===== config.mk =====
export PLATFORM = sky130hd
export DESIGN_NAME = program_loader
export DESIGN_NICKNAME = d
export VERILOG_FILES = /design/src/rtl/program_loader.sv
export SDC_FILE = /design/constraint.sdc
export NUM_CORES = 1
export LEC_CHECK = 0
export BUFFER_PORTS_ARGS = -buffer_cell sky130_fd_sc_hd__buf_2
export CORE_UTILIZATION = 45
export DETAILED_ROUTE_END_ITERATION = 8
export PLACE_DENSITY_LB_ADDON = 0.15
export SLEW_MARGIN = 20
export SYNTH_ARGS = -nofsm -noshare
export SYNTH_HDL_FRONTEND = slang
export SYNTH_SLANG_ARGS = --single-unit

===== constraint.sdc =====
create_clock -name clk -period 2.8 [get_ports clk]
set_clock_uncertainty 0.15 [all_clocks]
set_input_delay 0.56 -clock clk [delete_from_list [all_inputs] [get_ports clk]]
set_output_delay 0.56 -clock clk [all_outputs]
set_load 0.01 [all_outputs]

===== src/rtl/program_loader.sv =====
// program_loader
//   Loads a 16-word program image from a slow asynchronous serial source into
//   program memory while holding the CPU stalled. A session is 16 data bytes
//   (MSB first), each written as one memory word, followed by one
//   two's-complement checksum byte. The session succeeds when the 8-bit sum of
//   all 17 bytes is zero.
//
// Ports
//   clk            system clock, rising edge
//   rst_n          asynchronous active-low reset
//   load_req       level request to run a session (synchronous to clk)
//   ser_clk        asynchronous serial bit clock, data sampled on its rise
//   ser_data       asynchronous serial data, MSB first
//   mem_address    program memory write address
//   mem_immediate  write data, byte bits [7:4]
//   mem_opcode     write data, byte bits [3:0]
//   mem_write      one-cycle write strobe
//   cpu_hold       CPU stall / address-mux select
//   busy           session in progress
//   done           last session completed with a good checksum (sticky)
//   error          last session failed or was aborted (sticky)
//
// state | meaning
// ------+------------------------------------------------------------
// IDLE  | waiting for load_req; serial activity ignored
// SHIFT | collecting the 8 bits of the current byte
// WRITE | one-cycle memory write of the completed byte
// CHECK | one-cycle checksum evaluation after the 17th byte
// DONE  | good image loaded; waits for load_req to drop
// ERROR | bad checksum; CPU kept stalled until load_req drops
//
// SYNC_STAGES must be at least 2: the sample edge is detected between the
// last two synchronizer stages.

module program_loader #(
  parameter int SYNC_STAGES = 2
) (
  input  logic       clk,
  input  logic       rst_n,
  input  logic       load_req,
  input  logic       ser_clk,
  input  logic       ser_data,
  output logic [3:0] mem_address,
  output logic [3:0] mem_immediate,
  output logic [3:0] mem_opcode,
  output logic       mem_write,
  output logic       cpu_hold,
  output logic       busy,
  output logic       done,
  output logic       error
);

  typedef enum logic [2:0] {
    IDLE  = 3'd0,
    SHIFT = 3'd1,
    WRITE = 3'd2,
    CHECK = 3'd3,
    DONE  = 3'd4,
    ERROR = 3'd5
  } state_t;

  state_t state;

  // Bit 0 is the newest synchronizer stage, bit SYNC_STAGES-1 the oldest.
  logic [SYNC_STAGES-1:0] clk_sync;
  logic [SYNC_STAGES-1:0] data_sync;

  logic [7:0] shift;
  logic [2:0] bit_cnt;
  logic [4:0] word_cnt;
  logic [7:0] checksum;

  logic       sample_evt;
  logic       sample_bit;
  logic [7:0] shift_nxt;
  logic [7:0] checksum_sum;

  always_ff @(posedge clk or negedge rst_n) begin
    if (!rst_n) begin
      clk_sync  <= '0;
      data_sync <= '0;
    end else begin
      clk_sync  <= {clk_sync[SYNC_STAGES-2:0], ser_clk};
      data_sync <= {data_sync[SYNC_STAGES-2:0], ser_data};
    end
  end

  // Rising ser_clk seen between the last two stages; the data bit is taken
  // from the stage aligned with the newer clock stage.
  assign sample_evt   = clk_sync[SYNC_STAGES-2] & ~clk_sync[SYNC_STAGES-1];
  assign sample_bit   = data_sync[SYNC_STAGES-2];
  assign shift_nxt    = {shift[6:0], sample_bit};
  assign checksum_sum = checksum + shift;

  always_ff @(posedge clk or negedge rst_n) begin
    if (!rst_n) begin
      state         <= IDLE;
      shift         <= '0;
      bit_cnt       <= '0;
      word_cnt      <= '0;
      checksum      <= '0;
      mem_address   <= '0;
      mem_immediate <= '0;
      mem_opcode    <= '0;
      mem_write     <= 1'b0;
      cpu_hold      <= 1'b0;
      busy          <= 1'b0;
      done          <= 1'b0;
      error         <= 1'b0;
    end else begin
      case (state)
        IDLE: begin
          mem_write <= 1'b0;
          if (load_req) begin
            state    <= SHIFT;
            shift    <= '0;
            bit_cnt  <= '0;
            word_cnt <= '0;
            checksum <= '0;
            done     <= 1'b0;
            error    <= 1'b0;
            busy     <= 1'b1;
            cpu_hold <= 1'b1;
          end
        end

        SHIFT: begin
          if (!load_req) begin
            // Abort wins over a byte completing in the same cycle.
            state    <= IDLE;
            error    <= 1'b1;
            done     <= 1'b0;
            busy     <= 1'b0;
            cpu_hold <= 1'b0;
          end else if (sample_evt) begin
            shift <= shift_nxt;
            if (bit_cnt == 3'd7) begin
              bit_cnt <= '0;
              if (word_cnt < 5'd16) begin
                // Outputs are registered, so the write word is taken from the
                // byte being completed rather than the shift register.
                state         <= WRITE;
                mem_write     <= 1'b1;
                mem_address   <= word_cnt[3:0];
                mem_immediate <= shift_nxt[7:4];
                mem_opcode    <= shift_nxt[3:0];
              end else begin
                state <= CHECK;
              end
            end else begin
              bit_cnt <= bit_cnt + 3'd1;
            end
          end
        end

        WRITE: begin
          mem_write <= 1'b0;
          if (!load_req) begin
            state    <= IDLE;
            error    <= 1'b1;
            done     <= 1'b0;
            busy     <= 1'b0;
            cpu_hold <= 1'b0;
          end else begin
            checksum <= checksum_sum;
            word_cnt <= word_cnt + 5'd1;
            state    <= SHIFT;
          end
        end

        CHECK: begin
          if (!load_req) begin
            state    <= IDLE;
            error    <= 1'b1;
            done     <= 1'b0;
            busy     <= 1'b0;
            cpu_hold <= 1'b0;
          end else if (checksum_sum == 8'd0) begin
            state    <= DONE;
            done     <= 1'b1;
            busy     <= 1'b0;
            cpu_hold <= 1'b0;
          end else begin
            state <= ERROR;
            error <= 1'b1;
            busy  <= 1'b0;
          end
        end

        DONE, ERROR: begin
          if (!load_req) begin
            state    <= IDLE;
            cpu_hold <= 1'b0;
          end
        end

        default: begin
          state     <= IDLE;
          mem_write <= 1'b0;
          busy      <= 1'b0;
          cpu_hold  <= 1'b0;
        end
      endcase
    end
  end

endmodule


# == After elaboration in Yosys (flattened, before gate mapping) ==
# Cells that the tools add are included.
# word_totals
register_bits,47
in_bits,5
output_inout_bits,17
elab_cells,103
# op_classes
n_addsub,3
n_lt_le_gt_ge,1
n_eq_ne,19
n_mux,43
n_bitwise,4
n_reduce_logical,18
# ops
op,n
8-bit two-way mux,4
8-bit case mux with 2 select lines,2
3-bit two-way mux,10
"2-bit inequality test, second input constant",9
1-bit two-way mux,17
4-bit AND reduction,4
3-bit case mux with 5 select lines,1
"3-bit inequality test, second input constant",4
1-bit case mux with 3 select lines,4
5-bit two-way mux,2
5-bit case mux with 2 select lines,1
5-bit AND reduction,2
"3-bit == test, second input constant",3
3-bit AND reduction,3
8-bit adder,1
8-bit logical NOT,1
"3-bit by 2-bit == test with 1-bit output, second input constant",2
3-bit case mux with 2 select lines,1
"5-bit by 1-bit adder with 5-bit output, second input constant",1
"5-bit less-than comparator, second input constant",1
2-bit nonzero test,2
2-bit OR reduction,2
4-bit OR reduction,1
"3-bit by 1-bit adder with 3-bit output, second input constant",1
other kinds (7),9

# == Depth between registers and ports, before layout ==
# Gate-level depths: netlist of the first run.
# depth
depth_word,6
depth_mapped,7

# == Least setup slack after synthesis of the first run ==
# No wires, ideal clock.
# synth_path
path_kind,reg-to-reg
start,reg shift[0]
end,reg cpu_hold
arrival_ns,2.033
t_required_ns,2.508
slack_ns,0.475
path_stages_with_launch,7
n_path_buf,0
synth_period_minus_slack_ns,2.325
path_cell_list,dfrtp_1 -> ha_1 -> fa_1 -> xor2_1 -> or3_1 -> a2111oi_4 -> a31oi_1
# synth_between
elab_chain_cells,4
# synth_rtl
element,line,rtl
start: declaration,68,logic [7:0] shift;
start signal: assignment,136,shift <= shift_nxt;
8-bit adder,93,assign checksum_sum = checksum + shift;
8-bit logical NOT,178,end else if (checksum_sum == 8'd0) begin
3-bit inequality test (no source line),-,
3-bit AND reduction (no source line),-,
end signal: assignment,106,cpu_hold <= 1'b0;
end signal: assignment,177,cpu_hold <= 1'b0;
end signal: assignment,182,cpu_hold <= 1'b0;
end: declaration,47,"output logic cpu_hold,"
# Every way passes these cells.
# A chain may end at the register's enable or synchronous reset.

# == Worst setup path in the final report of the first run ==
# layout_path
start,reg shift[0]
end,reg state[0]
# layout_between
elab_chain_cells,5
# layout_rtl
element,line,rtl
8-bit adder,93,
8-bit logical NOT,178,
1-bit two-way mux,178,
3-bit two-way mux,172,if (!load_req) begin
3-bit case mux with 5 select lines,111,case (state)
end signal: assignment,115,state <= SHIFT;
end signal: assignment,173,state <= IDLE;
end signal: assignment,179,state <= DONE;
end: declaration,62,state_t state;
# Every way passes these cells.

==> impl_metrics.ini, run 1 <==
[timing]
tightestPinTransition_ns = 0.8673
finalSetupViolations = 0
drv_slew = 0
rsz0062_at_grt = no
hold_viol = 0
setup_ws_ns = 0.3211
fin_crit_sh_pct = 88.53
fmax_mhz = 403.4
tns_ns = 0
relSlewSlack_pct = 42.18
finalCriticalPeriod_ns = 2.479

[final_layout]
fillers = 488
area_growth_pct = 12.55
nets = 264
diodes = 0
stdcell_area_um2 = 2693
drive_gt1_share_pct = 19.68

[critical_path]
slowest_delay_ns = 0.43
critPathCaptureType = flop
reg2reg_from = shift[0]
crit_required_ns = 2.82
critPathLaunch = shift[0]
start_kind = flop
critical_path_class = reg2reg
cp_cell_sequence = ha_1 -> fa_1 -> xor2_1 -> or3_1 -> a2111oi_4 -> a31oi_1
crit_arrival_ns = 2.50
slowest_stage = a2111oi_4
cp_max_fo = 4

[yosys]
seq_area_frac_synth_pct = 49.16
avgSynthCellArea_um2 = 10.68
syn_area_um2 = 2392
synth_top_area_share_pct = 49.16
synth_edf_count = 0
ys_async_sr_fraction_pct = 100.0
synthTopCellsByArea = dfrtp_1, a22o_1, ha_1, mux2_2, nand2_1
synth_ff_type = dfrtp_1
syn_inst = 224
yosysTopAreaCell = dfrtp_1
yosys_warnings = 0
synth_seq_cells = 47
synth.distinct_cells = 46
synth_nets = 240

[detailed_routing]
drc = 0
drt-total-wl_um = 4596
drt_iter0_drc = 99
num_vias = 1755
firstDrtPassIters = 4
vias_per_cell = 5.502
wl_per_cell_um = 14.41
antenna_left = 0

[global_route]
grt-ovfl-total = 0
grt_max_degree = 41
grt_use_total_pct = 18.43
grt_pass1_vias = 1555
antenna_found_initial = 0
grt_pass1_wl_um = 7624

[floorplanning]
die_area_um2 = 5612
fp-row-count = 26
start_util_pct = 46.84
ios = 22
fp.coreArea_um2 = 5107
fp.dieW_um = 74.91
die_h_um = 74.91

[placement]
place_ws_ns = 0.3246
portBuffers = 21
dpl-instance-area_um2 = 2592
place_congestion = 0.7947
dp_hpwl_um = 3283

[clocking]
cts_sinks = 47
tritoncts = yes
post_cts_resized = 0
cts_buffer_depth = 2
clk_pin_slew_ns = 0.08
post-cts-setup-buffers = 0
cts_hold_buf = 0
cts_htree_levels = 2
cts_root_buffer = clkbuf_8
worstSkewPairLatency_ns = 0.30
cts_made_buffers = 5

[power]
p_leak_nw = 1.382
vdd_ir_drop_max_uv = 311.3
powerDensity_nw_per_um2 = 606.8

[min_path]
min_from = ser_clk
hp-class = in2reg

[run]
maxCapViolCount = 0

[run_status]
status = finished clean
final timing paths:
| path | endpoint | slack [ns] | cells past startpoint |
|---|---|---|---|
| min in group asynchronous | mem_immediate[3] | 0.22 | 1 |
| setup / recovery | state[0] | 0.32 | 6 |
| max in group asynchronous | mem_opcode[0] | 1.67 | 2 |
| hold / removal | clk_sync[0] | 0.21 | 1 |
| setup reg to reg | state[0] | 0.32 | 6 |
| hold reg to reg | clk_sync[1] | 0.30 | 0 |
kinds of logic after synthesis:
group	after synthesis	share of synthesized area, %
simple gates	71	15.17
compound gates	60	18.72
flops	47	49.16
buf+inv	17	2.668
mux	13	6.067
fa+ha+maj	11	6.067
xor+xnor	5	2.144
area by class of cell:
cell class | count | area (um^2) | share of cell area (%)
Clock buffer | 8 | 100.1 | 3.717
Inverter | 7 | 26.28 | 0.9758
Tap cell | 70 | 87.58 | 3.253
Sequential cell | 47 | 1176 | 43.68
Timing Repair Buffer | 27 | 150.1 | 5.576
Multi-Input combinational cell | 160 | 1152 | 42.80
where the power goes:
group	total (W)	internal, W	switching, W
registers	0.000782	0.000732	0.0000502
clock network	0.000443	0.000225	0.000218
logic	0.000409	0.000149	0.000260
total	0.00163	0.00111	0.000528
worst max-delay path: cells and delay by family, from the launching register on:
kind | cells | cell delay, ns
adder cells (fa/ha/maj) | 2 | 0.68
AO/OA/AOI/OAI | 2 | 0.55
flip-flops | 1 | 0.42
AND/OR/NAND/NOR | 1 | 0.37
XOR/XNOR | 1 | 0.19
synthesized netlist by cell type (2+ instances only):
master     n
a211oi_1   2
a21o_1     2
a21oi_1   12
a22o_1    16
a31oi_1    3
buf_1      2
clkbuf_1   8
dfrtp_1   47
ha_1      10
inv_1      5
inv_2      2
mux2_1     3
mux2_2     9
nand2_1   21
nand2b_1   6
nand3_1    7
nand3b_1   2
nor2_1    17
nor2b_1    4
nor3_1     4
nor4b_1    3
o21ai_0    9
o21ai_1    3
or3b_1     2
xor2_1     4
sequential cells by signal, summed over array words and instances (netlist names):
signal,cells
clk_sync,2
done,1
mem_write,1
busy,1
error,1
mem_address,4
bit_cnt,3
data_sync,1
shift,8
mem_immediate,4
state,3
mem_opcode,4
cpu_hold,1
checksum,8
word_cnt,5
layout by cell type (no fill, tap or decap), drive strengths merged, types with 3 or more instances in the layout:
cell     n
nor2b    4
nor2    17
o21ai   12
nor4b    3
ha      10
a21oi   12
mux2    12
a22o    16
buf     27
a211oi   3
inv      7
dfrtp   47
clkbuf   8
nand2b   6
nand3    7
nor3     4
a31oi    3
xor2     5
nand2   21
stage by stage:
step / hold slack (ns) / power [W] / instances / utilization, %
after CTS: 0.2038 / 0.001655 / 319 / 52.72
after detailed placement: 0.2757 / 0.001207 / 311 / 50.76
final: 0.2138 / 0.001634 / 319 / 52.72
after global routing: 0.1976 / 0.001738 / 319 / 52.72
after global placement: 0.2627 / 0.001203 / 311 / 50.76
after floorplan: 0.1144 / 0.001074 / 224 / -
layer usage:
| metal | vias up | global-route usage (%) | wire length, um |
|---|---|---|---|
| met3 | 7 | 4.016 | 148 |
| met1 | 854 | 26.19 | 2200 |
| li1 | 861 | - | - |
| met5 | - | 0 | 0 |
| met4 | 0 | 6.289 | 71 |
| met2 | 33 | 28.03 | 2175 |
Power figures use the tool's default switching activity.
==> run 2, diff against run 1 <==
- PLACE_DENSITY: unset -> 0.62
- PLACE_DENSITY_LB_ADDON: 0.15 -> unset
==> run 2 against run 1 <==
Clock power increased by 9.5%. Utilization down 0.098 points. Global-route usage grew 0.75 points. Sequential share of layout area up 0.081 points. Worst hold slack worse by 0.16 ns. Clock-buffer cell count is 2 lower. Sequential cell count stayed put. Sequential power rose by 3.2%.
==> impl_metrics.ini, run 2 (synthesis gave the netlist of run 1 again) <==
[run_status]
status = finished clean

[power]
powerDensity_nw_per_um2 = 623.1
p_leak_nw = 1.377
vdd_ir_drop_max_uv = 381.3
p_total_w = 0.001675

[timing]
tightestPinTransition_ns = 0.6327
drv_slew = 0
whs_ns = 0.05709
finalSetupViolations = 0
fin_crit_sh_pct = 90.04
tns_ns = 0
relSlewSlack_pct = 57.72
fmax_mhz = 396.6
finalCriticalPeriod_ns = 2.521
hold_viol = 0
rsz0062_at_grt = no

[run]
maxCapViolCount = 0

[floorplanning]
die_h_um = 74.91
fp.coreArea_um2 = 5107
fp.dieW_um = 74.91
die_area_um2 = 5612
ios = 22
start_util_pct = 46.84
fp-row-count = 26

[global_route]
grt_pass1_vias = 1652
grt-ovfl-total = 0
antenna_found_initial = 0
grt_pass1_wl_um = 7852
grt_use_total_pct = 19.17
grt_max_degree = 22

[clocking]
post_cts_resized = 0
cts_sinks = 47
tritoncts = yes
cts_root_buffer = clkbuf_8
clk_pin_slew_ns = 0.09
cts_buffer_depth = 2
cts_made_buffers = 5
cts_hold_buf = 0
worstSkewPairLatency_ns = 0.30
post-cts-setup-buffers = 0
cts_htree_levels = 2

[critical_path]
crit_arrival_ns = 2.54
crit_required_ns = 2.82
critical_path_class = reg2reg
critPathCaptureType = flop
cp_max_fo = 4
start_kind = flop

[detailed_routing]
firstDrtPassIters = 4
drt-total-wl_um = 4774
num_vias = 1743
wl_per_cell_um = 15.06
antenna_left = 0
drc = 0
vias_per_cell = 5.498
drt_iter0_drc = 102

[final_layout]
multi_input_area_um2 = 1152
area_growth_pct = 12.34
layout_common_cells = dfrtp_1, nand2_1, buf_2
nets = 263
diodes = 0
drive_gt1_share_pct = 19.03
final_util_pct = 52.62
layout_commonest_cell = dfrtp_1
fillers = 486
seq_area_um2 = 1176
reg.largest.list = checksum x8, shift x8, word_cnt x5

[min_path]
hp-class = in2async

[placement]
portBuffers = 21
dp_hpwl_um = 3469
place_congestion = 0.8026
==> run 2: cell count changes in the layout (fill, tap and decap cells not counted), sizes merged <==
cell / before / now
clkbuf: 8 / 6
buf: 27 / 26
bufinv: 0 / 1
==> run 2: worst max-delay path: stages (launching register included) <==
cell       delay (ns)
dfrtp_1          0.43
ha_1             0.28
fa_1             0.42
xor2_1           0.18
or3_1            0.37
a2111oi_4        0.43
a31oi_1          0.14
==> run 2: routing by layer <==
layer | track usage (%) | share of wire, % | up-vias | wire length [um]
met2 | 31.53 | 48 | 25 | 2294
met5 | 0 | 0 | - | 0
met4 | 5.660 | 1.2 | 0 | 55
met1 | 25.39 | 48 | 853 | 2296
li1 | - | - | 858 | -
met3 | 4.418 | 2.7 | 7 | 128
==> run 2: final timing paths <==
check / startpoint / to / slack [ns] / cells after the start
min: rst_n / word_cnt[2] / 0.06 / 1
min reg2reg: clk_sync[0] / clk_sync[1] / 0.29 / 0
max: shift[0] / cpu_hold / 0.28 / 6
max in group asynchronous: rst_n / shift[7] / 1.87 / 2
max reg2reg: shift[0] / cpu_hold / 0.28 / 6
min in group clk: ser_clk / clk_sync[0] / 0.21 / 1
==> run 2: through the flow <==
stage | cell area, um^2 | setup slack [ns] | instances
after floorplan | 2392 | 0.4747 | 224
after CTS | 2688 | 0.2625 | 317
after detailed placement | 2585 | 0.2841 | 310
after global routing | 2688 | 0.09692 | 317
final | 2688 | 0.2788 | 317
after global placement | 2585 | 0.3558 | 310
==> run 2: layout make-up <==
class,instances,share of cell area (%)
clock buffers,6,2.700
clock inverters,1,1.117
inverters,7,0.9777
multi-input cells,160,42.88
flip-flops and latches,47,43.76
well taps,70,3.259
repair buffers,26,5.307
==> run 2: where the power goes <==
part	switching [W]	internal [W]	total, W
Sequential	0.0000753	0.000731	0.000807
Combinational	0.000243	0.000140	0.000383
Clock	0.000223	0.000262	0.000485
==> run 3, diff against run 2 <==
- GPL_TIMING_DRIVEN: unset -> 0
==> run 3 against run 2 <==
Total power down 5.6%. Clock power is 19% lower. Clock-buffer cell count increased by 1. Sequential share of layout area grew 0.31 points. Setup slack worse by 0.049 ns. Critical path type unchanged. Combinational power grew 7.3%. Via count unchanged. Wire length is 1.3% lower. First-iteration DRC count up 13%. Sequential power is 3.6% lower.
==> impl_metrics.ini, run 3 (synthesis gave the netlist of run 1 again) <==
[run_status]
status = finished clean

[detailed_routing]
drt_iter0_drc = 115
drt-total-wl_um = 4710
wl_per_cell_um = 14.58
wl_met1_um = 2395
top_layer_used = met4
drc = 0
vias_per_cell = 5.396
num_vias = 1743
antenna_left = 0
met2_length_um = 2114
dr_wl_met3_um = 139
firstDrtPassIters = 5

[clocking]
cts_made_buffers = 5
cts_hold_buf = 0
tritoncts = yes
cts_sinks = 47
cts_buffer_depth = 2
cts_htree_levels = 2
worstSkewPairLatency_ns = 0.30
clk_pin_slew_ns = 0.09
post_cts_resized = 0
cts_root_buffer = clkbuf_8
post-cts-setup-buffers = 0

[timing]
finalCriticalPeriod_ns = 2.570
fin_crit_sh_pct = 91.79
rsz0062_at_grt = no
tns_ns = 0
tightestPinTransition_ns = 0.5999
hold_viol = 0
setup_ws_ns = 0.2299
finalSetupViolations = 0
fmax_mhz = 389.1
drv_slew = 0
relSlewSlack_pct = 60.01

[critical_path]
critPathCaptureType = flop
start_kind = flop
critical_path_class = reg2reg
cp_max_fo = 4
crit_required_ns = 2.81
crit_arrival_ns = 2.58

[floorplanning]
fp.dieW_um = 74.91
fp-row-count = 26
die_area_um2 = 5612
die_h_um = 74.91
start_util_pct = 46.84
ios = 22
fp.coreArea_um2 = 5107

[final_layout]
drive_gt1_share_pct = 16.60
stdcell_area_um2 = 2669
area_growth_pct = 11.56
reg.largest.list = checksum x8, shift x8, word_cnt x5
nets = 268
layout_common_cells = dfrtp_1, nand2_1, buf_2
diodes = 0
layout_commonest_cell = dfrtp_1

[min_path]
hp-class = in2async

[power]
vdd_ir_drop_max_uv = 319.7
p_leak_nw = 1.355
powerDensity_nw_per_um2 = 592.2

[global_route]
grt_use_total_pct = 18.90
grt_pass1_wl_um = 7783
grt_max_degree = 48
antenna_found_initial = 0
grt-ovfl-total = 0
grt_pass1_vias = 1583

[placement]
place_congestion = 0.7460
dp_hpwl_um = 3403
place_ws_ns = 0.2257
dpl-instance-area_um2 = 2585
portBuffers = 21

[run]
maxCapViolCount = 0
## run 3: cell types whose count changed in the layout (fill, tap and decap cells not counted), sizes merged
| cell | change |
|---|---|
| bufinv | -1 |
| clkinv | +1 |
| buf | -3 |
| clkbuf | +9 |
## run 3: routing by layer
metal  vias to the layer above  GRT usage, %
met5                         -             0
met4                         0         6.289
met3                         5         4.418
met2                        29         27.73
met1                       841         27.62
li1                        868             -
## run 3: final timing paths
| check | slack (ns) | end | startpoint | depth (start not counted) |
|---|---|---|---|---|
| setup / recovery | 0.23 | error | shift[0] | 7 |
| min in group clk | 0.22 | clk_sync[0] | ser_clk | 1 |
| hold / removal | 0.11 | shift[7] | rst_n | 1 |
| hold reg to reg | 0.29 | clk_sync[1] | clk_sync[0] | 0 |
| setup reg to reg | 0.23 | error | shift[0] | 7 |
| max in group asynchronous | 1.99 | word_cnt[3] | rst_n | 1 |
## run 3: layout make-up
cell class / count / area (um^2)
plain buffers: 10 / 37.54
clock buffers: 7 / 76.32
clock inverters: 1 / 5.005
fillers: 491 / 2439
inverters: 7 / 26.28
multi-input cells: 160 / 1152
flip-flops and latches: 47 / 1176
well taps: 70 / 87.58
repair buffers: 21 / 107.6
## run 3: power breakdown
group	total (W)	switching, W	internal, W
Clock	0.000391	0.000216	0.000176
Combinational	0.000411	0.000272	0.000139
Sequential	0.000778	0.0000463	0.000732
Total	0.00158	0.000534	0.00105
## run 3: per-stage QoR
step	total power (W)	util [%]	std cells	hold WS, ns
detailed placement	0.001202	50.61	315	0.2702
CTS	0.001597	52.20	323	0.2076
global route	0.001687	52.25	323	0.1652
global placement	0.001192	50.61	315	0.2651
floorplan	0.001074	-	224	0.1144
finish	0.001581	52.25	323	0.1093
## run 3: worst max-delay path, cell delays in order (launching register included)
cell	delay, ns
dfrtp_1	0.43
ha_1	0.27
fa_1	0.42
a211oi_1	0.38
or4b_1	0.18
o2111ai_1	0.15
nor2_1	0.33
a31oi_1	0.14
